[src/rtl/famicom_pad_if.sv]
// Famicom controller link between the host shell and the pad responder.
interface famicom_pad_if;
  localparam int unsigned BTN_W = 8;
  localparam int unsigned IDX_W = 4;

  logic [BTN_W-1:0] buttons;
  logic             famicom_latch;
  logic             famicom_pulse;
  logic             famicom_data;
  logic [IDX_W-1:0] bit_index;
  logic             frame_done;

  modport master (
    output buttons,
    output famicom_latch,
    output famicom_pulse,
    input  famicom_data,
    input  bit_index,
    input  frame_done
  );

  modport slave (
    input  buttons,
    input  famicom_latch,
    input  famicom_pulse,
    output famicom_data,
    output bit_index,
    output frame_done
  );
endinterface

[src/rtl/famicom_pad_responder.sv]
// Device end of the Famicom pad link: emulates a 4021-style 8-button shift register
// clocked on clk_sys, with latch/pulse resynchronized from the host clock domain.
module famicom_pad_responder #(
  parameter int unsigned SYNC_STAGES = 2,
  parameter logic        FILL_BIT    = 1'b0
) (
  input logic         clk_sys,
  input logic         reset_n,
  famicom_pad_if.slave pad
);

  localparam int unsigned SR_W  = 8;
  localparam int unsigned IDX_W = 4;
  localparam logic [IDX_W-1:0] LAST_IDX = IDX_W'(SR_W - 1);

  typedef enum logic [1:0] {IDLE, LOAD, SHIFT, DONE} state_t;

  state_t                 state, state_next;
  logic [SYNC_STAGES-1:0] latch_meta, pulse_meta;
  logic                   latch_prev, pulse_prev;
  logic [SR_W-1:0]        sr, sr_next;
  logic [IDX_W-1:0]       bit_index_q, bit_index_next;
  logic                   frame_done_q, frame_done_next;

  logic latch_sync, pulse_sync, latch_fall, pulse_rise;

  assign latch_sync = latch_meta[SYNC_STAGES-1];
  assign pulse_sync = pulse_meta[SYNC_STAGES-1];
  assign latch_fall = ~latch_sync & latch_prev;
  assign pulse_rise = pulse_sync & ~pulse_prev;

  assign pad.famicom_data = sr[0];
  assign pad.bit_index    = bit_index_q;
  assign pad.frame_done   = frame_done_q;

  // Synchronizers plus one delayed copy for edge detection
  always_ff @(posedge clk_sys or negedge reset_n) begin
    if (!reset_n) begin
      latch_meta <= '0;
      pulse_meta <= '0;
      latch_prev <= 1'b0;
      pulse_prev <= 1'b0;
    end else begin
      latch_meta <= {latch_meta[SYNC_STAGES-2:0], pad.famicom_latch};
      pulse_meta <= {pulse_meta[SYNC_STAGES-2:0], pad.famicom_pulse};
      latch_prev <= latch_sync;
      pulse_prev <= pulse_sync;
    end
  end

  // State, shift register and registered outputs
  always_ff @(posedge clk_sys or negedge reset_n) begin
    if (!reset_n) begin
      state        <= IDLE;
      sr           <= '1;
      bit_index_q  <= '0;
      frame_done_q <= 1'b0;
    end else begin
      state        <= state_next;
      sr           <= sr_next;
      bit_index_q  <= bit_index_next;
      frame_done_q <= frame_done_next;
    end
  end

  // A high latch overrides everything: the part sits in parallel-load mode
  always_comb begin
    state_next      = state;
    sr_next         = sr;
    bit_index_next  = bit_index_q;
    frame_done_next = 1'b0;
    if (latch_sync) begin
      state_next     = LOAD;
      sr_next        = ~pad.buttons;
      bit_index_next = '0;
    end else begin
      case (state)
        IDLE: ;
        LOAD: begin
          // A pulse edge coincident with the latch fall is dropped here
          if (latch_fall) state_next = SHIFT;
          bit_index_next = '0;
        end
        SHIFT: begin
          if (pulse_rise) begin
            sr_next        = {FILL_BIT, sr[SR_W-1:1]};
            bit_index_next = bit_index_q + IDX_W'(1);
            if (bit_index_q == LAST_IDX) begin
              frame_done_next = 1'b1;
              state_next      = DONE;
            end
          end
        end
        DONE: begin
          if (pulse_rise) sr_next = {FILL_BIT, sr[SR_W-1:1]};
        end
        default: state_next = IDLE;
      endcase
    end
  end

endmodule
[src/flat_wrapper.sv]
// flat-port wrapper written by rule: the top's interface ports become plain ports
module famicom_pad_responder_flat 
#(
  parameter int unsigned SYNC_STAGES = 2,
  parameter logic        FILL_BIT    = 1'b0
)
  (clk_sys, reset_n, pad_buttons, pad_famicom_latch, pad_famicom_pulse, pad_famicom_data, pad_bit_index, pad_frame_done);
  famicom_pad_if pad_i ();
  input logic clk_sys;
  input logic reset_n;
  input wire logic [$bits(pad_i.buttons)-1:0] pad_buttons;
  input wire logic [$bits(pad_i.famicom_latch)-1:0] pad_famicom_latch;
  input wire logic [$bits(pad_i.famicom_pulse)-1:0] pad_famicom_pulse;
  output wire logic [$bits(pad_i.famicom_data)-1:0] pad_famicom_data;
  output wire logic [$bits(pad_i.bit_index)-1:0] pad_bit_index;
  output wire logic [$bits(pad_i.frame_done)-1:0] pad_frame_done;
  assign pad_i.buttons = pad_buttons;
  assign pad_i.famicom_latch = pad_famicom_latch;
  assign pad_i.famicom_pulse = pad_famicom_pulse;
  assign pad_famicom_data = pad_i.famicom_data;
  assign pad_bit_index = pad_i.bit_index;
  assign pad_frame_done = pad_i.frame_done;
  famicom_pad_responder #(.SYNC_STAGES(SYNC_STAGES), .FILL_BIT(FILL_BIT)) u_core (.clk_sys(clk_sys), .reset_n(reset_n), .pad(pad_i));
endmodule
[config.mk]
export PLATFORM = sky130hd
export DESIGN_NAME = famicom_pad_responder_flat
export DESIGN_NICKNAME = d
export VERILOG_FILES = /design/src/rtl/famicom_pad_if.sv /design/src/rtl/famicom_pad_responder.sv /design/src/flat_wrapper.sv
export SDC_FILE = /design/constraint.sdc
export NUM_CORES = 1
export LEC_CHECK = 0
export CORE_MARGIN = 3
export CORE_UTILIZATION = 55
export CTS_BUF_LIST = sky130_fd_sc_hd__clkbuf_8
export CTS_CLUSTER_DIAMETER = 60
export CTS_CLUSTER_SIZE = 25
export DETAILED_ROUTE_END_ITERATION = 8
export PLACE_DENSITY = 0.94
export SLEW_MARGIN = 20
export SYNTH_ARGS = -nofsm -noshare
export SYNTH_HDL_FRONTEND = slang
export SYNTH_SLANG_ARGS = --single-unit
[constraint.sdc]
create_clock -name clk_sys -period 3.6 [get_ports clk_sys]
set_input_delay 0.72 -clock clk_sys [delete_from_list [all_inputs] [get_ports clk_sys]]
set_output_delay 0.72 -clock clk_sys [all_outputs]
set_load 0.02 [all_outputs]
**Word-level counts from Yosys, hierarchy flattened**

Cells that the tools add are included.

- Add/sub/neg operators: 1
- Eq/ne operators: 7
- Mux-type cells: 15
- Bitwise gates (word level): 5
- Reduce and logical (&&, ||, !) cells: 7

Operators with widths:

| operator | number |
|---|---|
| 8-bit 2-to-1 mux | 3 |
| 3-bit by 1-bit inequality test with 1-bit output (second input constant) | 3 |
| 2-bit 2-to-1 mux | 4 |
| 4-bit 2-to-1 mux | 2 |
| 8-bit NOT | 1 |
| 4-bit one-hot mux with 2 select lines | 1 |
| 4-bit by 1-bit adder with 4-bit output (second input constant) | 1 |
| 2-bit == test (second input constant) | 2 |
| 4-bit by 3-bit == test with 1-bit output (second input constant) | 1 |
| 1-bit 2-to-1 mux | 4 |
| 2-bit one-hot mux with 2 select lines | 1 |
| 2-bit AND reduction | 2 |
| 4-bit AND reduction | 1 |
| 2-bit nonzero test | 2 |
| 3-bit nonzero test | 1 |
| 1-bit AND | 2 |
| 2-bit by 1-bit == test with 1-bit output (second input constant) | 1 |
| 1-bit NOT | 2 |
| 2-bit OR reduction | 1 |

- Flip-flop bits (word level): 21
- Input bits: 12
- Output and inout port bits: 6
- Word-level logic and storage cells: 43

**Longest topological paths before layout**

Gate-level depths: netlist of the first run.

- Depth after elaboration: 5
- Gate-level depth with buffers: 7
- Gate-level depth less buffers: 6

**Worst setup path before layout of the first run**

OpenSTA, ideal clock, no wires.

- Path kind: flip-flop to flip-flop
- Start: reg u_core.state[0]
- End: reg u_core.bit_index_q[3], in the netlist u_core.pad.bit_index[3]
- Setup time: 78 ps
- Arrival time: 1443 ps
- Data required time: 3522 ps
- Slack: 2079 ps
- Cell stages (with the launch flop): 6
- Buffers on the path: 0
- Period minus slack after synthesis: 1521 ps
- Cell sequence: dfrtp_1 > inv_1 > ha_1 > nand2b_1 > or4_1 > a21oi_1

- Longest elaborated chain between the ends: 3
- Elaborated cells between the ends (all ways): 7
- Classes of those cells: eq/ne: 3; mux: 2; reduce/logical: 2

Ends and longest elaborated chain:

| item | RTL line | source |
|---|---|---|
| from (decl) | famicom_pad_responder.sv:18 | `state_t state, state_next;` |
| from (signal assigned) | famicom_pad_responder.sv:59 | `state <= state_next;` |
| 2-bit == test / 2-bit by 1-bit == test with 1-bit output (equally long branches) | famicom_pad_responder.sv:77 | `case (state)` |
| 4-bit one-hot mux with 2 select lines (tied with other cells) | famicom_pad_responder.sv:77 |  |
| 4-bit 2-to-1 mux / 2-bit AND reduction (equally long branches) | - |  |
| to (signal assigned) | famicom_pad_responder.sv:61 | `bit_index_q <= bit_index_next;` |
| to (decl) | famicom_pad_responder.sv:22 | `logic [IDX_W-1:0] bit_index_q, bit_index_next;` |

Parallel ways exist; a longest one is shown, timed or not.
A chain may end at the register's enable or synchronous reset.

**Worst setup path in the final report of the first run**

- Start: reg u_core.sr[0]
- End: out pad_famicom_data

RTL lines:

| item | RTL line | source |
|---|---|---|
| from (decl) | famicom_pad_responder.sv:21 | `logic [SR_W-1:0] sr, sr_next;` |
| from (signal assigned) | famicom_pad_responder.sv:60 | `sr <= sr_next;` |
| to (decl) | flat_wrapper.sv:14 | `output wire logic [$bits(pad_i.famicom_data)-1:0] pad_famicom_data;` |

No word-level cell between the ends.

==> results_dict.tcl, run 1 <==
set metrics [dict create \
    ctsHoldBuffers 0 \
    nNetsFinal 130 \
    gp_congestion 0.718 \
    antenna_cells 0 \
    wl_mm 1.76 \
    synth_area_per_cell_um2 10.3 \
    placedCellCount 132 \
    clockBufferDepth 2 \
    drtAntennaViolNets 0 \
    synthCells 95 \
    hold_path_class "reg -> reg" \
    setup_violations 0 \
    dp_hpwl_mm 1.28 \
    grt_use_total 0.188 \
    start_util 0.616 \
    cts-root-buf "clkbuf_8" \
    ir_worst_vdd_uv 356 \
    startpoint_type "register" \
    ys_types 32 \
    post-synth-top-area-fraction 0.331 \
    hold_ws_ns 0.353 \
    status "complete, no violations" \
    io_pins 18 \
    syn_nets 112 \
    fin_setup_tns_ns 0 \
    areaGrowthSynthToFinish_pct 22.4 \
    synth-edff-count 0 \
    grt_pass1_wl_mm 2.90 \
    synthFlopType "dfrtp_1" \
    vias 725 \
    via_per_inst 5.33 \
    critPathSlowestCell "clkdlybuf4s50_1" \
    fmax_mhz 477 \
    final_cells 136 \
    finalCriticalPeriod_ns 2.10 \
    die_w_um 48.3 \
    cp.required_ns 2.88 \
    setup_slack_ns 1.50 \
    dieHeight_um 48.3 \
    cts_buffers 3 \
    core_um2 1590 \
    ctsResizeCount 0 \
    crit_buf_inv 1 \
    synthTopCellsByCount "dfrtp_1 (13), nand2_1 (10), o21ai_0 (9), dfstp_2 (8), nor2_1 (8)" \
    wl_met1_um 728 \
    synth_top_area_cell "dfrtp_1" \
    wl_met2_um 903 \
    worstMarginPinSlew_ns 0.860 \
    cp.arrival_ns 1.38 \
    synth.area.top_cells "dfrtp_1 (33%), dfstp_2 (21%), ha_1 (6.4%)" \
    antenna_found_initial 0 \
    clk_pin_slew_ns 0.07 \
    ys_ff_latch 21 \
    yosys_warnings 0 \
    grt_max_degree 22 \
    fillers 108 \
    cts_tree "done" \
    power_density_nw_per_um2 523 \
    drv_cap 0 \
    htree_levels 1 \
    drive_above_1_share 0.143 \
    grt_pass1_vias 661 \
    cp_top_family "buffers and inverters" \
    post-route-util 0.754 \
    cts_sinks 21 \
    met3_length_um 69 \
    drtPass1Iterations 4 \
    relSlewSlack 0.425 \
    top_layer_used "met4" \
    syn_area_um2 982 \
    hold_viol_final 0 \
    portBuffers 17 \
    yosysMostFrequentCell "dfrtp_1" \
    leakagePower_nw 0.522 \
    rsz0062_at_grt "no" \
    insertion_delay_ns 0.26 \
    rows 14 \
    dieArea_um2 2330 \
    drt_iter0_markers 12 \
    slowest_delay_ns 0.59 \
    async_reset_ff_frac 1.00 \
    min_period_over_period 0.582 \
    yosysSeqAreaShare 0.545 \
    wl_per_cell_um 12.9 \
    skew_ns 0.00499 \
    path_class "reg -> out" \
    drc 0 \
    post-place-ws_ns 1.76 \
    overflow 0 \
    path_cells "clkdlybuf4s50_1" \
    cts_setup_buffers 0 \
    slew_violations 0 \
    worst-path-max-fanout 2 \
    endpoint_kind "primary output" \
]
[cells in the final DEF, fill, tap and decap left out, types with 2 or more instances in the layout]
cell / n
clkbuf_8: 3
inv_1: 7
dfstp_2: 8
a21oi_2: 2
mux2i_1: 2
dfrtp_1: 13
o21ai_1: 3
nand2_1: 10
o21ai_0: 9
nor2_1: 8
clkdlybuf4s50_1: 17
ha_1: 5
a21oi_1: 7
[final timing paths]
path | from | to | slack (ns) | cells after the start
min | u_core.pulse_meta[0] | u_core.pulse_meta[1] | 0.35 | 0
max | u_core.sr[0] | pad_famicom_data | 1.50 | 1
max reg2reg | u_core.state[0] | u_core.sr[1] | 1.90 | 5
min in group asynchronous | reset_n | u_core.state[1] | 0.95 | 1
min reg2reg | u_core.pulse_meta[0] | u_core.pulse_meta[1] | 0.35 | 0
max in group asynchronous | reset_n | u_core.pad.bit_index[0] | 2.12 | 1
[layer usage]
| layer | global-route usage | vias to the layer above |
|---|---|---|
| li1 | - | 356 |
| met1 | 0.227 | 347 |
| met2 | 0.294 | 16 |
| met3 | 0.0480 | 6 |
| met4 | 0.124 | 0 |
| met5 | 0 | - |
[flip-flops by register name, indices dropped and copies added, names as in the netlist]
| name | flops |
|---|---|
| u_core.latch_meta | 2 |
| u_core.latch_prev | 1 |
| u_core.pad.bit_index | 4 |
| u_core.pad.frame_done | 1 |
| u_core.pulse_meta | 2 |
| u_core.pulse_prev | 1 |
| u_core.sr | 8 |
| u_core.state | 2 |
[report_power, final]
part | internal, mW | switching, mW
Sequential | 0.282 | 0.0265
Clock | 0.0758 | 0.0697
Combinational | 0.0817 | 0.0933
[per-stage QoR]
stage | area [um^2] | power (mW)
3_3_place_gp | 1160 | 0.472
6_report | 1200 | 0.629
5_1_grt | 1200 | 0.671
3_5_place_dp | 1160 | 0.487
4_1_cts | 1200 | 0.634
2_1_floorplan | 982 | 0.433
[cell families (layout without fill, tap and decap cells)]
kind of cell | after synthesis | after routing | share of synthesized area
compound gates | 28 | 28 | 0.173
fa+ha+maj | 5 | 5 | 0.0637
buf+inv | 11 | 28 | 0.0522
flops | 21 | 21 | 0.545
mux | 2 | 2 | 0.0204
simple gates | 28 | 28 | 0.145
[cell type report]
| class | count | area (um^2) | area share |
|---|---|---|---|
| clock inverters | 1 | 3.75 | 0.00312 |
| multi-input cells | 63 | 395 | 0.329 |
| repair buffers | 17 | 170 | 0.142 |
| well taps | 24 | 30.0 | 0.0250 |
| inverters | 7 | 26.3 | 0.0219 |
| flip-flops and latches | 21 | 536 | 0.445 |
| clock buffers | 3 | 41.3 | 0.0343 |
No activity file was read; power rests on OpenSTA's default activity.
==> inputs of run 2 (changes only) <==
Settings changed: CORE_UTILIZATION 55 to 53, PLACE_DENSITY 0.94 to 0.92.
Clock period 3.6 ns to 1.98 ns, I/O delays scaled along.
==> run 2 against run 1 <==
- utilization shrank 0.70 points
- hold slack improved by 0.0093 ns
- first-iteration DRC count did not move
- largest power group unchanged
- routed wire length increased by 8.0%
- largest cell class unchanged
- total power up 84%
==> results_dict.tcl, run 2 (same netlist as run 1, synthesis figures left out) <==
set metrics [dict create \
    antenna_found_initial 0 \
    via_per_inst 5.25 \
    fin_setup_tns_ns 0 \
    power_density_nw_per_um2 950 \
    post-route-util 0.747 \
    slew_violations 0 \
    ctsHoldBuffers 0 \
    areaGrowthSynthToFinish_pct 23.9 \
    placedCellCount 134 \
    grt_pass1_wl_mm 3.20 \
    io_pins 18 \
    dp_hpwl_mm 1.42 \
    leakagePower_nw 0.531 \
    skew_ns 0.00116 \
    drtPass1Iterations 4 \
    grt_max_degree 22 \
    start_util 0.603 \
    grt_use_total 0.179 \
    drive_above_1_share 0.158 \
    worst-path-stages 1 \
    worstRegToRegCells 5 \
    setup_slack_ns 0.198 \
    multiInputGateArea_um2 395 \
    slowest_delay_ns 0.59 \
    regArea_um2 536 \
    cp.arrival_ns 1.39 \
    cts_tree "done" \
    endpoint_kind "primary output" \
    htree_levels 1 \
    setup_violations 0 \
    post-place-ws_ns 0.279 \
    crit_buf_inv 1 \
    r2r-start "u_core.state[0]" \
    dieHeight_um 49.1 \
    cts_sinks 21 \
    clockBufferDepth 2 \
    dpl_cell_area_um2 1170 \
    crit_start "u_core.sr[0]" \
    startpoint_type "register" \
    critPathSlowestCell "clkdlybuf4s50_1" \
    ff2ff_setup_slack_ns 0.28 \
    fillers 112 \
    path_class "reg -> out" \
    top_register "u_core.sr" \
    final_area_um2 1220 \
    core_um2 1630 \
    relSlewSlack 0.642 \
    drc 0 \
    most-common-layout-cells "clkdlybuf4s50_1 (17), dfrtp_1 (13), nand2_1 (10)" \
    finalCriticalPeriod_ns 1.78 \
    ir_worst_vdd_uv 672 \
    insertion_delay_ns 0.26 \
    grt_pass1_vias 706 \
    clk_pin_slew_ns 0.07 \
    wl_mm 1.90 \
    rsz0062_at_grt "no" \
    final_common_cell "clkdlybuf4s50_1" \
    portBuffers 17 \
    gp_congestion 0.705 \
    worstMarginPinSlew_ns 0.537 \
    drtAntennaViolNets 0 \
    cts_buffers 3 \
    rows 14 \
    status "complete, no violations" \
    wl_per_cell_um 13.7 \
    ctsResizeCount 0 \
    cts-root-buf "clkbuf_8" \
    cp_top_family "buffers and inverters" \
    final_cells 138 \
    min_period_over_period 0.900 \
    drt_iter0_markers 12 \
    dieArea_um2 2410 \
    path_cells "clkdlybuf4s50_1" \
    hold_viol_final 0 \
    cts_setup_buffers 0 \
    fmax_mhz 561 \
    overflow 0 \
    drv_cap 0 \
    nNetsFinal 132 \
    worst-path-max-fanout 2 \
    crit_path_end "pad_famicom_data" \
    worstReg2RegEnd "u_core.sr[6]" \
    largest_register_ffs 8 \
    die_w_um 49.1 \
    vias 725 \
    antenna_cells 0 \
    cp.required_ns 1.58 \
    hold_path_class "reg -> reg" \
]
==> run 2: power breakdown <==
part	internal [mW]	switching, mW	leakage (nW)	total (mW)
combinational	0.151	0.167	0.257	0.318
sequential	0.513	0.0483	0.247	0.562
clock	0.138	0.138	0.0269	0.276
total	0.803	0.353	0.531	1.16
==> run 2: layout make-up <==
type	count	share of cell area
inverters	7	0.0216
clock inverters	1	0.00308
multi-input cells	63	0.325
flip-flops and latches	21	0.440
clock buffers	3	0.0339
well taps	24	0.0247
repair buffers	19	0.152
==> run 2: how the worst min path moves through the flow <==
| stage | startpoint | depth (start not counted) | endpoint |
|---|---|---|---|
| 5_1_grt | u_core.latch_meta[0] | 0 | u_core.latch_meta[1] |
| 3_3_place_gp | u_core.latch_meta[0] | 0 | u_core.latch_meta[1] |
| 4_1_cts | u_core.latch_meta[0] | 0 | u_core.latch_meta[1] |
| 6_report | u_core.pulse_meta[0] | 0 | u_core.pulse_meta[1] |
| 3_5_place_dp | u_core.latch_meta[0] | 0 | u_core.latch_meta[1] |
| 2_1_floorplan | reset_n | 0 | u_core.latch_meta[0] |
==> run 2: worst register-to-register path: stages (launching register included) <==
cell	delay, ns
dfrtp_1	0.40
inv_1	0.08
ha_1	0.22
or2_1	0.24
a21oi_2	0.45
o21ai_0	0.21
==> run 2: layer usage <==
layer | wire [um] | global-route usage
met1 | 825 | 0.203
met2 | 939 | 0.314
met3 | 96 | 0.0398
met4 | 34 | 0.0853
met5 | 0 | 0
==> run 2: metrics by stage <==
step | total power, mW | hold WS (ns)
2_1_floorplan | 0.787 | 0.100
3_3_place_gp | 0.859 | 0.339
3_5_place_dp | 0.884 | 0.340
4_1_cts | 1.16 | 0.365
5_1_grt | 1.23 | 0.374
6_report | 1.16 | 0.362
==> inputs of run 3 (changes only) <==
Settings changed: CTS_CLUSTER_DIAMETER 60 to 200, CTS_CLUSTER_SIZE 25 to 28.
Clock period 1.98 ns to 2 ns, I/O delays scaled along.
==> results of run 3 <==
Same layout as run 2 (identical final DEF). Status: complete, no violations.
Main changes from that run: setup slack after placement 0.279 ns -> 0.299 ns; setup slack after layout 0.198 ns -> 0.214 ns; register-to-register setup slack 0.28 ns -> 0.30 ns; total power 1.16 mW -> 1.14 mW; worst IR drop on VDD 672 uV -> 665 uV
